File: config.mk
export PLATFORM = sky130hd
export DESIGN_NAME = hazard_unit_mc
export DESIGN_NICKNAME = d
export VERILOG_FILES = /design/src/rtl/hazard_unit_mc.sv
export SDC_FILE = /design/constraint.sdc
export NUM_CORES = 1
export LEC_CHECK = 0
export CAP_MARGIN = 10
export CORE_MARGIN = 5
export CORE_UTILIZATION = 40
export DETAILED_ROUTE_END_ITERATION = 6
export GPL_TIMING_DRIVEN = 1
export PLACE_DENSITY_LB_ADDON = 0.12
export SLEW_MARGIN = 10
export SYNTH_ARGS = -nofsm -noshare
export SYNTH_HDL_FRONTEND = slang
export SYNTH_SLANG_ARGS = --single-unit
File: constraint.sdc
create_clock -name clk -period 1.8 [get_ports clk]
set_input_delay 0.18 -clock clk [delete_from_list [all_inputs] [get_ports clk]]
set_output_delay 0.18 -clock clk [all_outputs]
set_load 0.05 [all_outputs]
File: src/rtl/hazard_unit_mc.sv
// hazard_unit_mc
//   Hazard control for a 5-stage MIPS pipeline with a multi-cycle mult/div unit.
//   - EX-stage forwarding select per source operand (combinational).
//   - Load-use detection in ID (combinational).
//   - Countdown scoreboard for the mult/div unit (busy, done pulse, sticky
//     overlap error).
//   - Stall/flush generation, with the external bus wait taking priority.
//   - Saturating count of cycles in which ID is held, for performance debug.
//
// Ports
//   clk, reset        clock, synchronous active-high reset
//   src_idx_d/_e      packed ID/EX source register indices (operand 0 in LSBs)
//   reg_write_*_e/m/w write enable / destination of EX, MEM, WB instructions
//   mem_to_reg_e/m    EX / MEM instruction is a load
//   md_use_d          ID instruction reads HI/LO or is mult/div
//   md_start_e        EX requests a mult/div start; md_is_div_e selects divide
//   ext_stall         memory/bus wait, freezes the whole pipeline
//   forward_e         per-operand select: 0 regfile, 1 MEM ALU result, 2 WB result
//   stall_f/d/e/m     hold PC, IF/ID, ID/EX, EX/MEM
//   flush_e           bubble into ID/EX
//   md_busy, md_done  unit occupied / one-cycle completion pulse
//   md_overlap_err    sticky: start accepted while busy
//   stall_cycles      saturating count of cycles with stall_d=1
module hazard_unit_mc #(
  parameter int NUM_SRC = 2,
  parameter int MUL_LAT = 4,
  parameter int DIV_LAT = 32,
  parameter int CNT_W   = 32
) (
  input  logic                 clk,
  input  logic                 reset,
  input  logic [NUM_SRC*5-1:0] src_idx_d,
  input  logic [NUM_SRC*5-1:0] src_idx_e,
  input  logic                 reg_write_en_e,
  input  logic [4:0]           reg_write_dst_e,
  input  logic                 mem_to_reg_e,
  input  logic                 reg_write_en_m,
  input  logic [4:0]           reg_write_dst_m,
  input  logic                 mem_to_reg_m,
  input  logic                 reg_write_en_w,
  input  logic [4:0]           reg_write_dst_w,
  input  logic                 md_use_d,
  input  logic                 md_start_e,
  input  logic                 md_is_div_e,
  input  logic                 ext_stall,
  output logic [NUM_SRC*2-1:0] forward_e,
  output logic                 stall_f,
  output logic                 stall_d,
  output logic                 stall_e,
  output logic                 stall_m,
  output logic                 flush_e,
  output logic                 md_busy,
  output logic                 md_done,
  output logic                 md_overlap_err,
  output logic [CNT_W-1:0]     stall_cycles
);

  localparam int MDC_W = $clog2(DIV_LAT + 1);
  localparam logic [MDC_W-1:0] L_MUL = MDC_W'(MUL_LAT);
  localparam logic [MDC_W-1:0] L_DIV = MDC_W'(DIV_LAT);
  localparam logic [MDC_W-1:0] L_ONE = MDC_W'(1);

  logic [MDC_W-1:0] r_md_cnt;
  logic             r_md_done;
  logic             r_md_ovl;
  logic [CNT_W-1:0] r_stall_cnt;

  logic w_src_hit_e;
  logic w_lu;
  logic w_accept;
  logic w_busy;
  logic w_mdh;

  // Forwarding: MEM has priority over WB; a load in MEM has no data yet,
  // so it can only be picked up once it reaches WB. r0 is never forwarded.
  always_comb begin
    forward_e = '0;
    for (int i = 0; i < NUM_SRC; i++) begin
      if (src_idx_e[i*5 +: 5] != 5'd0) begin
        if (reg_write_en_m && !mem_to_reg_m &&
            (reg_write_dst_m == src_idx_e[i*5 +: 5])) begin
          forward_e[i*2 +: 2] = 2'd1;
        end else if (reg_write_en_w &&
                     (reg_write_dst_w == src_idx_e[i*5 +: 5])) begin
          forward_e[i*2 +: 2] = 2'd2;
        end
      end
    end
  end

  // Load-use: any non-zero ID source matching the destination of a load in EX.
  always_comb begin
    w_src_hit_e = 1'b0;
    for (int i = 0; i < NUM_SRC; i++) begin
      if ((src_idx_d[i*5 +: 5] != 5'd0) &&
          (src_idx_d[i*5 +: 5] == reg_write_dst_e)) begin
        w_src_hit_e = 1'b1;
      end
    end
  end

  assign w_lu     = reg_write_en_e & mem_to_reg_e & w_src_hit_e;
  // A start in EX is lost if the pipeline is frozen; EX will present it again.
  assign w_accept = md_start_e & ~ext_stall;
  assign w_busy   = (r_md_cnt != '0);
  // The starting op itself also blocks a HI/LO reader sitting in ID.
  assign w_mdh    = md_use_d & (w_busy | w_accept);

  always_comb begin
    stall_f = 1'b0;
    stall_d = 1'b0;
    stall_e = 1'b0;
    stall_m = 1'b0;
    flush_e = 1'b0;
    if (ext_stall) begin
      stall_f = 1'b1;
      stall_d = 1'b1;
      stall_e = 1'b1;
      stall_m = 1'b1;
    end else if (w_lu || w_mdh) begin
      stall_f = 1'b1;
      stall_d = 1'b1;
      flush_e = 1'b1;
    end
  end

  // Scoreboard countdown keeps running during ext_stall: the unit itself is
  // not frozen by the bus wait. A start while busy restarts the count.
  always_ff @(posedge clk) begin
    if (reset) begin
      r_md_cnt  <= '0;
      r_md_done <= 1'b0;
      r_md_ovl  <= 1'b0;
    end else begin
      r_md_done <= !w_accept && (r_md_cnt == L_ONE);
      if (w_accept) begin
        r_md_cnt <= md_is_div_e ? L_DIV : L_MUL;
        if (w_busy) begin
          r_md_ovl <= 1'b1;
        end
      end else if (w_busy) begin
        r_md_cnt <= r_md_cnt - L_ONE;
      end
    end
  end

  always_ff @(posedge clk) begin
    if (reset) begin
      r_stall_cnt <= '0;
    end else if (stall_d && !(&r_stall_cnt)) begin
      r_stall_cnt <= r_stall_cnt + CNT_W'(1);
    end
  end

  assign md_busy        = w_busy;
  assign md_done        = r_md_done;
  assign md_overlap_err = r_md_ovl;
  assign stall_cycles   = r_stall_cnt;

endmodule
==> Word level (Yosys, flattened, before mapping) <==
Index checks and enable logic that the tools add are counted.
{ "classes": {"bitwise": 6, "eq_ne": 7, "n_mux": 15, "n_addsub": 2, "n_reduce_logical": 21} }
{ "ops": {"columns": ["operator", "count"], "rows": [
  ["$add A32 B1 Y32 const B", 1],
  ["$reduce_and A32 Y1", 1],
  ["$eq A5 B5 Y1", 6],
  ["$reduce_bool A5 Y1", 4],
  ["$mux W6", 3],
  ["$mux W2", 6],
  ["$logic_and A1 B1 Y1", 9],
  ["$eq A6 B1 Y1 const B", 1],
  ["$mux W1", 6],
  ["$reduce_bool A6 Y1", 1],
  ["$sub A6 B1 Y6 const B", 1],
  ["$and A1 B1 Y1", 4],
  ["$logic_not A1 Y1", 3],
  ["$reduce_and A2 Y1", 1],
  ["$reduce_bool A2 Y1", 1],
  ["$logic_or A1 B1 Y1", 1],
  ["$not A1 Y1", 1],
  ["$or A1 B1 Y1", 1]
]} }
{ "totals": {"reg_bits": 40, "in_bits": 46, "word_cells": 55} }

==> Depth between registers and ports, before layout <==
{ "depth": {"word_depth": 9, "depth_mapped": 10, "depth_no_buf": 9} }

==> Worst setup path after synthesis <==
OpenSTA, ideal clock, no wires.
{ "synth_timing": {"kind": "flip-flop to flip-flop", "from": "reg r_stall_cnt[13], in the netlist stall_cycles[13]", "to": "reg r_stall_cnt[21], in the netlist stall_cycles[21]", "setup_slack_ns": -0.442, "setup_ns": 0.070, "stages_incl_launch_ff": 8, "arrival_ns": 2.172, "t_required_ns": 1.730, "n_path_buf": 1, "cell_sequence": "dfxtp_1 nand3_1 or2_2 nor2_1 nand4_2 buf_2 or3_1 a21oi_1"} }
{ "synth_between": {"elab_chain_len": 3} }
{ "synth_rtl": {"columns": ["element", "line", "source"], "rows": [
  ["start: declaration", "66", "logic [CNT_W-1:0] r_stall_cnt;"],
  ["start signal: assignment", "151", "r_stall_cnt <= r_stall_cnt + CNT_W'(1);"],
  ["parallel branches: the longest is 3 deep, another holds $add A32 B1 Y32", null, null]
]} }
Parallel ways; which one is timed is not known.
A chain may end at the register's enable or synchronous reset.

==> Worst setup path in the final report <==
{ "layout_timing": {"from": "reg r_md_cnt[2]", "to": "out stall_f"} }
{ "layout_between": {"elab_chain_len": 6} }
{ "layout_rtl": {"columns": ["element", "line", "source"], "rows": [
  ["start: declaration", "63", "logic [MDC_W-1:0] r_md_cnt;"],
  ["start signal: assignment", "137", "r_md_cnt <= md_is_div_e ? L_DIV : L_MUL;"],
  ["start signal: assignment", "142", "r_md_cnt <= r_md_cnt - L_ONE;"],
  ["$reduce_bool A6 Y1", "105", "assign w_busy = (r_md_cnt != '0);"],
  ["$or A1 B1 Y1", "107", "assign w_mdh = md_use_d & (w_busy | w_accept);"],
  ["$and A1 B1 Y1", "107", null],
  ["$logic_or A1 B1 Y1", "120", "end else if (w_lu || w_mdh) begin"],
  ["$mux W1", "120", null],
  ["$mux W1", "115", "if (ext_stall) begin"],
  ["end: declaration", "47", "output logic stall_f,"]
]} }
No other way between the ends.

==> run metrics <==
status=finished, violations left; violations in the final reports=setup timing; pre-CTS setup slack=-0.6427 ns; multi-input logic area=1723 sq um; CP Max Fanout=4; CTS sink count=40; GRT Util Overall=0.2009; Synth Area per Inst=7.987 sq um; worst hold stages=2; RR Startpoint=r_md_cnt[1]$_SDFFE_PP0N_; Antenna diodes=0; DRT antenna net count=0; IO Port Bufs=between 80 and 90; Clk network pwr share=0.203; Final Slew Violations=0; Clock Latency Late Sink=about 0.30 ns; largest net degree at the start of global routing=18; Vias=2676; Initial DRC Count=103; worst path required time=1.62 ns; library cells used by synthesis=34; Area Overhead vs Synth=81.07%; routability cong.=approximately 0.8; Ys Warns=0; post-DP HPWL=roughly 5400 um; crit path DAT=1.81 ns; Tightest Pin Transition=0.5155 ns; Worst Hold End=md_overlap_err$_SDFFE_PP0P_; routed wire length on met3=415 um; fin area=4295 sq um; part of the power in registers=0.299; nets=approximately 480; setup_tns=-3.070 ns; Primary FF master, synth=dfxtp_1; Synth top area share=0.3376; row count=28; register area share after synthesis=0.3376; Relative slew margins=0.6552; fin crit period=between 1.5 and 2 ns; Post-Syn Instances=~300; post-placement cell count=489; first-pass GRT wire length=12210 um; Yosys reg bits=40; final hold violations=0; Worst Setup Start Kind=flop; Hold/Removal Path Class=reg2reg; metal2 WL=about 3900 um; # fillers=452; initial antenna violation count=0; synth top area cells=dfxtp_1, xor2_1, nor2_1; Reg2Reg Depth=9; Mapped Area=roughly 2400 sq um; die footprint=7571 sq um; largest area contributor in the netlist=dfxtp_1; die height=87.01 um; top cells by count, synth=nor2_1, xor2_1, dfxtp_1; DRT met1 WL=3266 um; Switch Pwr=around 1.2 mW; TritonRoute pass-1 iters=4; Final period util=1.106; die span in x=between 80 and 90 um; max-cap viol count=0; clock buffer depth=2; number of global-route vias before repair=2634; CTS root buf=clkbuf_8; type of the worst setup path=reg2out; DP Area=3792 sq um; global route overflow=0; Max VDD drop=1.118 mV; WL per Instance=15.02 um; Hold Path Origin=md_overlap_err$_SDFFE_PP0P_; worst setup margin=-0.1906 ns; Max Fclk=502.4 MHz; Power Density=791.7 nW/um^2; Vias/cell=about 5.2; r2r endpoint=stall_cycles[29]$_SDFFE_PP0P_; internal power=2.170 mW; Syn Nets=347; fin cells=510; number of flops mapped to enable cells by yosys=0; share of cells above drive strength 1=0.3655; total power=about 3.4 mW; register area=872.1 sq um; total routed wirelength=roughly 7700 um; Setup Viol. Count Final=33; Async SR Flop Fraction=0; cts hold-fix bufs=0; R2R Setup Slk=-0.16 ns; Switching Share=0.3619; drt drc=0; # IOs=90; highest metal used=met4; H-Tree Depth=2; Clock transition at path regs=around 0.080 ns; endpoint class of the critical path=primary output; Pleak=1.725 nW; Setup Skew=0.006552 ns; CTS tree=built; Combinational Power Share=0.498; CORE AREA=approximately 6000 sq um; RSZ-0062 raised after global routing=true; initial core utilization=0.4055; TritonCTS Buffers=5
==> layer usage <==
metal / vias up / global-route usage
li1: 1322 / -
met1: 1270 / 0.2525
met2: 70 / 0.3402
met3: 14 / 0.04636
met4: 0 / 0.06091
met5: - / 0
==> worst max path at each step <==
stage	cells past startpoint	to	slack, ns	startpoint
floorplan	8	stall_cycles[18]$_SDFFE_PP0P_	-0.03	stall_cycles[4]$_SDFFE_PP0P_
global placement	8	stall_cycles[29]$_SDFFE_PP0P_	-0.58	reg_write_dst_e[2]
detailed placement	8	stall_cycles[29]$_SDFFE_PP0P_	-0.64	reg_write_dst_e[2]
CTS	6	stall_d	-0.23	r_md_cnt[2]$_SDFFE_PP0N_
global route	9	stall_cycles[29]$_SDFFE_PP0P_	-0.25	r_md_cnt[0]$_SDFFE_PP0N_
finish	6	stall_f	-0.19	r_md_cnt[2]$_SDFFE_PP0N_
==> critical path, cell delays in order, from the launching register on <==
cell and delay, ns:
dfxtp_2 0.32, or3_4 0.37, o31a_1 0.27, nor2_2 0.14, o21ai_4 0.11, buf_12 0.15
buf_12 0.14
==> through the flow <==
step                      utilization  hold WS [ns]
after floorplan                     -        0.4070
after global placement         0.6482        0.4560
after detailed placement       0.6482        0.4642
after CTS                      0.7077        0.4864
after global routing           0.7342        0.5185
final                          0.7342        0.4808
==> what timing repair did <==
action                                  4_1_cts  5_1_grt
pin swaps                                    41       31
gates cloned                                  2        0
endpoints found under the setup margin       40       40
setup buffers                                 7        4
gates resized for setup                      67       34
==> state kept, by name (all words and copies together) (netlist names) <==
signal and count:
md_done 1, stall_cycles 32, r_md_cnt 6, md_overlap_err 1
==> layout by cell type (no fill, tap or decap), types with 3 or more instances in the layout <==
master / count
dlygate4sd2_1: 15
or3_1: 7
nor3_1: 5
clkbuf_8: 5
and3_1: 9
dfxtp_4: 12
and2_1: 3
dfxtp_2: 21
buf_4: 47
dlymetal6s2s_1: 8
nand4_1: 20
clkdlybuf4s50_1: 48
nand3_4: 3
nor4_1: 5
nand2b_1: 3
nor2b_1: 3
a21oi_2: 5
nand3_2: 5
buf_12: 11
nor2_1: 40
or2_4: 4
nor3_2: 3
a21oi_1: 8
or4_1: 4
xor2_1: 46
dfxtp_1: 7
xnor2_1: 6
o21ai_2: 4
nand3_1: 7
clkdlybuf4s15_1: 4
buf_6: 8
ha_1: 3
nand2_1: 14
nor2_2: 4
==> cell type report <==
cell class                 instances  share of cell area
multi-input combinational        239              0.4011
timing repair buffer             144              0.3458
sequential                        40              0.2030
clock buffer                       6             0.02185
tap                               75             0.02185
inverter                           4            0.003495
clock inverter                     2            0.002913
==> power by group through the flow <==
stage                     clock, mW  sequential (mW)  combinational, mW
after detailed placement          0             1.03               1.38
final                         0.690             1.02               1.69
after floorplan                   0             1.13              0.718
after CTS                     0.699             1.01               1.61
after global placement            0             1.02               1.37
after global routing          0.738             1.03               1.83
==> cell families after synthesis <==
kind of cell / after synthesis / synth area share
adders and majority gates: 4 / 0.02110
AOI/OAI and AO/OA: 27 / 0.06909
muxes: 1 / 0.004746
DFF: 40 / 0.3376
xor gates and xnor gates: 52 / 0.1920
buffers and inverters: 18 / 0.03534
and+or+nand+nor: 155 / 0.3402
No activity file was read; power rests on OpenSTA's default activity.
